### config.mk
export PLATFORM = sky130hd
export DESIGN_NAME = seq_divider
export DESIGN_NICKNAME = d
export VERILOG_FILES = /design/src/rtl/seq_divider_pkg.sv /design/src/rtl/seq_divider_div_step.sv /design/src/rtl/seq_divider.sv
export SDC_FILE = /design/constraint.sdc
export NUM_CORES = 1
export LEC_CHECK = 0
export CORE_ASPECT_RATIO = 1.75
export CORE_MARGIN = 4
export CORE_UTILIZATION = 30
export CTS_BUF_LIST = sky130_fd_sc_hd__clkbuf_4 sky130_fd_sc_hd__clkbuf_8
export DETAILED_ROUTE_END_ITERATION = 16
export HOLD_SLACK_MARGIN = 0.08
export SYNTH_ARGS = -nofsm -noshare
export SYNTH_HDL_FRONTEND = slang
export SYNTH_SLANG_ARGS = --single-unit
### constraint.sdc
create_clock -name clk -period 4.2 [get_ports clk]
set_input_delay 0.42 -clock clk [delete_from_list [all_inputs] [get_ports clk]]
set_output_delay 0.42 -clock clk [all_outputs]
set_load 0.03 [all_outputs]
### src/rtl/seq_divider_pkg.sv
// seq_divider_pkg: shared width default and FSM encoding for the sequential divider
package seq_divider_pkg;
   localparam int DEF_WIDTH = 8;
   typedef enum logic [1:0] {
      IDLE = 2'd0,
      CALC = 2'd1,
      DONE = 2'd2
   } state_t;
endpackage

### src/rtl/seq_divider_div_step.sv
// seq_divider_div_step: one restoring division iteration built on a ripple full-adder subtractor
module seq_divider_div_step #(
   parameter int WIDTH = 8
) (
   input  logic [WIDTH:0]   r_sh,
   input  logic [WIDTH-1:0] divisor,
   output logic [WIDTH-1:0] r_nxt,
   output logic             q_bit
);
   logic [WIDTH:0]   b;
   logic [WIDTH+1:0] c;
   logic [WIDTH-1:0] diff;
   // r_sh - divisor as r_sh + ~divisor + 1; carry out set means no borrow
   assign b    = ~{1'b0, divisor};
   assign c[0] = 1'b1;
   for (genvar i = 0; i <= WIDTH; i++) begin : g_fa
      assign c[i+1] = (r_sh[i] & b[i]) | (c[i] & (r_sh[i] ^ b[i]));
   end
   // a successful subtraction always leaves a value below divisor, so the top bit is dropped
   assign diff  = r_sh[WIDTH-1:0] ^ b[WIDTH-1:0] ^ c[WIDTH-1:0];
   assign q_bit = c[WIDTH+1];
   assign r_nxt = q_bit ? diff : r_sh[WIDTH-1:0];
endmodule

### src/rtl/seq_divider.sv
// seq_divider: sequential unsigned restoring divider, 2W/W -> W quotient and W remainder
module seq_divider
   import seq_divider_pkg::*;
#(
   parameter int WIDTH = DEF_WIDTH
) (
   input  logic               clk,
   input  logic               rst_n,
   input  logic               start,
   input  logic [2*WIDTH-1:0] dividend,
   input  logic [WIDTH-1:0]   divisor,
   output logic               busy,
   output logic               done,
   output logic [WIDTH-1:0]   quotient,
   output logic [WIDTH-1:0]   remainder,
   output logic               div_by_zero,
   output logic               overflow
);
   localparam int CW = $clog2(WIDTH);
   state_t           state_q, state_d;
   logic [CW-1:0]    cnt_q, cnt_d;
   logic [WIDTH-1:0] r_q, r_d, d_q, d_d, acc_q, acc_d, dvs_q, dvs_d;
   logic [WIDTH-1:0] quo_q, quo_d, rem_q, rem_d;
   logic             dbz_q, dbz_d, ovf_q, ovf_d;
   logic [WIDTH:0]   r_sh;
   logic [WIDTH-1:0] r_nxt;
   logic             q_bit;
   logic [WIDTH-1:0] hi, lo;
   assign hi   = dividend[2*WIDTH-1:WIDTH];
   assign lo   = dividend[WIDTH-1:0];
   assign r_sh = {r_q, d_q[WIDTH-1]};
   seq_divider_div_step #(.WIDTH(WIDTH)) u_step (
      .r_sh    (r_sh),
      .divisor (dvs_q),
      .r_nxt   (r_nxt),
      .q_bit   (q_bit)
   );
   // next-state: operand capture and fast paths in IDLE, one iteration per CALC cycle
   always_comb begin
      state_d = state_q;
      cnt_d   = cnt_q;
      r_d     = r_q;
      d_d     = d_q;
      acc_d   = acc_q;
      dvs_d   = dvs_q;
      quo_d   = quo_q;
      rem_d   = rem_q;
      dbz_d   = dbz_q;
      ovf_d   = ovf_q;
      case (state_q)
         IDLE: if (start) begin
            dbz_d = 1'b0;
            ovf_d = 1'b0;
            if (divisor == '0) begin
               quo_d   = '1;
               rem_d   = lo;
               dbz_d   = 1'b1;
               state_d = DONE;
            end else if (hi >= divisor) begin
               quo_d   = '1;
               rem_d   = '0;
               ovf_d   = 1'b1;
               state_d = DONE;
            end else begin
               r_d     = hi;
               d_d     = lo;
               dvs_d   = divisor;
               acc_d   = '0;
               cnt_d   = '0;
               state_d = CALC;
            end
         end
         CALC: begin
            r_d   = r_nxt;
            d_d   = {d_q[WIDTH-2:0], 1'b0};
            acc_d = {acc_q[WIDTH-2:0], q_bit};
            cnt_d = cnt_q + CW'(1);
            if (cnt_q == CW'(WIDTH-1)) begin
               quo_d   = acc_d;
               rem_d   = r_nxt;
               state_d = DONE;
            end
         end
         default: state_d = IDLE;
      endcase
   end
   // state and datapath registers with synchronous active-low reset
   always_ff @(posedge clk) begin
      if (!rst_n) begin
         state_q <= IDLE;
         cnt_q   <= '0;
         r_q     <= '0;
         d_q     <= '0;
         acc_q   <= '0;
         dvs_q   <= '0;
         quo_q   <= '0;
         rem_q   <= '0;
         dbz_q   <= 1'b0;
         ovf_q   <= 1'b0;
      end else begin
         state_q <= state_d;
         cnt_q   <= cnt_d;
         r_q     <= r_d;
         d_q     <= d_d;
         acc_q   <= acc_d;
         dvs_q   <= dvs_d;
         quo_q   <= quo_d;
         rem_q   <= rem_d;
         dbz_q   <= dbz_d;
         ovf_q   <= ovf_d;
      end
   end
   assign busy        = state_q == CALC;
   assign done        = state_q == DONE;
   assign quotient    = quo_q;
   assign remainder   = rem_q;
   assign div_by_zero = dbz_q;
   assign overflow    = ovf_q;
endmodule

==> run_results.csv <==
group,metric,value,unit
sta,fin_crit,3.98,ns
cts,ctsLongestPathBuffers,2,
global_route,grt_max_degree,44,
sta,setup_viol,0,
setup_path,path_buf_inv,4,
setup_path,start_kind,"register",
floorplan,dieArea,11400,um^2
placed_design,pre_cts_slack,0.0479,ns
detailed_routing,wl_per_cell,15.5,um
detailed_routing,vias_per_cell,5.26,
global_route,groute.usage.overall,14.3,%
detailed_routing,wl,7730,um
cts,cts_tree,"done",
finish,final_cell_mix,"dfxtp_1, clkdlybuf4s50_1, a21oi_1, o21ai_0, nor2_1",
cts,clkLatencyLatePin,0.32,ns
setup_path,end_kind,"register",
cts,htreeDepth,2,
floorplan,die_w,82.6,um
hold_path,min_path_type,"reg -> reg",
floorplan,rows,47,
hold_path,hp-start,"remainder[1]",
finish,layout.nets,423,
sta,period_share,94.7,%
finish,multiInputGateArea,1680,um^2
setup_path,critPathKind,"reg -> reg",
sta,finClkSkew,0.0142,ns
global_route,grt.busiest_layer,"met2",
logic_synthesis,yosysTopAreaCell,"dfxtp_1",
outcome,status,"completed",
sta,slew_violations,0,
finish,drive_above_1_share,12.4,%
finish,final_common_cell,"dfxtp_1",
sta,hold_viol,0,
logic_synthesis,yosysSeqAreaShare,37.0,%
detailed_routing,drtAntennaViolNets,0,
cts,clkTransAtPathRegs,0.10,ns
global_route,overflow,0,
sta,tns,0,ns
setup_path,slowest_delay,0.41,ns
detailed_routing,first_pass_iters,5,
cts,cts_inserted_buffers,5,
logic_synthesis,ys_ff_latch,54,
finish,final-seq-area,1080,um^2
floorplan,ios,47,
sta,slew_headroom,46.3,%
global_route,use_met2,25.0,%
detailed_routing,drc,0,
finish,layout.cells.non_filler,500,
pwr,ir_drop,0.127,mV
logic_synthesis,synth_top_area_share,37.0,%
floorplan,die_h,139,um
placed_design,dp_cells,492,
logic_synthesis,syn_area,2920,um^2
global_route,antenna_found_initial,0,
logic_synthesis,ys_types,38,
floorplan,coreArea,9470,um^2
setup_path,rr_startpoint,"d_q[7]",
placed_design,portBuffers,46,
detailed_routing,drt_iter0_markers,149,
global_route,grt_pass1_vias,2666,
placed_design,gp_congestion,0.872,
sta,rsz0062_at_grt,"false",
setup_path,arrival,4.20,ns
global_route,grt_use_met3,2.41,%
setup_path,path_delay_family,"adder cells",
logic_synthesis,synthCells,345,
cts,hold_buffers,0,
logic_synthesis,syn_nets,390,
setup_path,path_cells,"inv_1 > ha_1 > fa_1 > fa_1 > fa_1 > fa_2 > inv_1 > fa_1 > inv_1 > fa_2 > fa_2 > nand2b_4 > buf_6 > mux2i_4 > o211ai_1 > o221a_1",
sta,layout_setup_ws,0.222,ns
finish,synthToLayoutAreaGrowth,24.0,%
setup_path,crit_top_cell,"fa_1",
floorplan,start_util,30.8,%
cts,cts-root-buf,"clkbuf_8",
setup_path,cp-startpoint,"d_q[7]",
flow_run,maxCapViolCount,0,
cts,clock-sinks,54,
finish,fillers,973,
logic_synthesis,synthTopCellsByArea,"dfxtp_1, a21oi_1, o21ai_0",
setup_path,worstPathRequired,4.42,ns
logic_synthesis,yosys_warnings,0,
global_route,grt_pass1_wl,12800,um
setup_path,crit_slowest_cell,"fa_2",
pwr,power_density,362,nW/um^2
sta,tightest_slew,0.805,ns
pwr,leakage,1.35,nW
detailed_routing,vias,2630,
finish,n_antenna_cell,0,
logic_synthesis,synth.avg_cell_area,8.46,um^2
setup_path,cp_max_fo,8,
placed_design,hpwl,5720,um
sta,clock.fmax,251,MHz
global_route,use_met1,16.5,%
[synth_stat cells]
library cell  instances
nor4_1               18
clkinv_1              1
and2_1                1
clkbuf_1             24
or4b_1                1
o21ai_0              29
o21ai_2               1
fa_1                  7
mux2i_1               8
nor3_2                1
buf_4                 1
o211ai_1             11
buf_2                 3
ha_1                 11
o21ai_1               4
inv_1                22
and3_1                7
or3_1                 1
a211oi_2             11
dfxtp_1              54
nor2_1               29
or3b_1                1
a221oi_1              1
nand2b_4              1
a21oi_1              30
nand2_1              23
nand2b_1              3
nor2b_1               1
or2_2                 1
nand3_1              11
o21a_1                2
nand4_1               1
o221a_2               8
a221o_1               1
or2_0                 1
a211oi_1             12
o221a_1               1
buf_1                 2
[through the flow]
step,total power (W),util [%],instance area [um^2],hold slack [ns]
after global placement,0.000999,36.9,3500,0.449
after floorplan,0.000870,-,2920,0.450
after CTS,0.00130,37.8,3580,0.473
after global routing,0.00139,38.3,3620,0.492
final,0.00131,38.3,3620,0.466
after detailed placement,0.00100,36.9,3500,0.457
[per-layer routing]
metal	share of wire [%]	routed length [um]
met5	0	0
met4	2.1	160
met2	53	4120
met3	4.2	321
met1	40	3130
[layout make-up]
| type | instances | area share (%) |
|---|---|---|
| flip-flops and latches | 54 | 29.9 |
| clock inverters | 1 | 0.207 |
| multi-input cells | 238 | 46.3 |
| well taps | 122 | 4.21 |
| inverters | 23 | 2.38 |
| clock buffers | 6 | 2.11 |
| repair buffers | 56 | 14.9 |
[report_power, final]
| group | leakage, nW | total, W | internal, W | switching (W) |
|---|---|---|---|---|
| logic | 0.864 | 0.000431 | 0.000188 | 0.000243 |
| registers | 0.442 | 0.000588 | 0.000557 | 0.0000313 |
| clock network | 0.0407 | 0.000293 | 0.000121 | 0.000172 |
[flip-flops by register name (all words and copies together) (netlist names)]
signal	count
acc_q	7
cnt_q	3
d_q	8
div_by_zero	1
dvs_q	8
overflow	1
quotient	8
r_q	8
remainder	8
state_q	2
[logic make-up after synthesis]
group / Yosys count / synth area share, %
AOI/OAI and AO/OA: 111 / 26.3
and+or+nand+nor: 101 / 17.3
DFF: 54 / 37.0
buffers and inverters: 53 / 7.07
adders and majority gates: 18 / 9.51
muxes: 8 / 2.74
[worst min-delay path: cells and delay by family, from the launching register on]
family        cells  cell delay (ns)
flops             1             0.32
simple gates      1             0.05
mux               1             0.05
[timing repair]
item                                    4_1_cts  5_1_grt
endpoints found under the setup margin        0       13
buffers inserted                              0        1
resized for setup                             0        8
[worst paths after layout]
check,end,slack (ns),cells after the start
worst min register to register,remainder[1],0.47,2
worst min-delay path,remainder[1],0.47,2
worst max register to register,remainder[5],0.22,16
worst max-delay path,remainder[5],0.22,16
No activity file was read; power rests on OpenSTA's default activity.
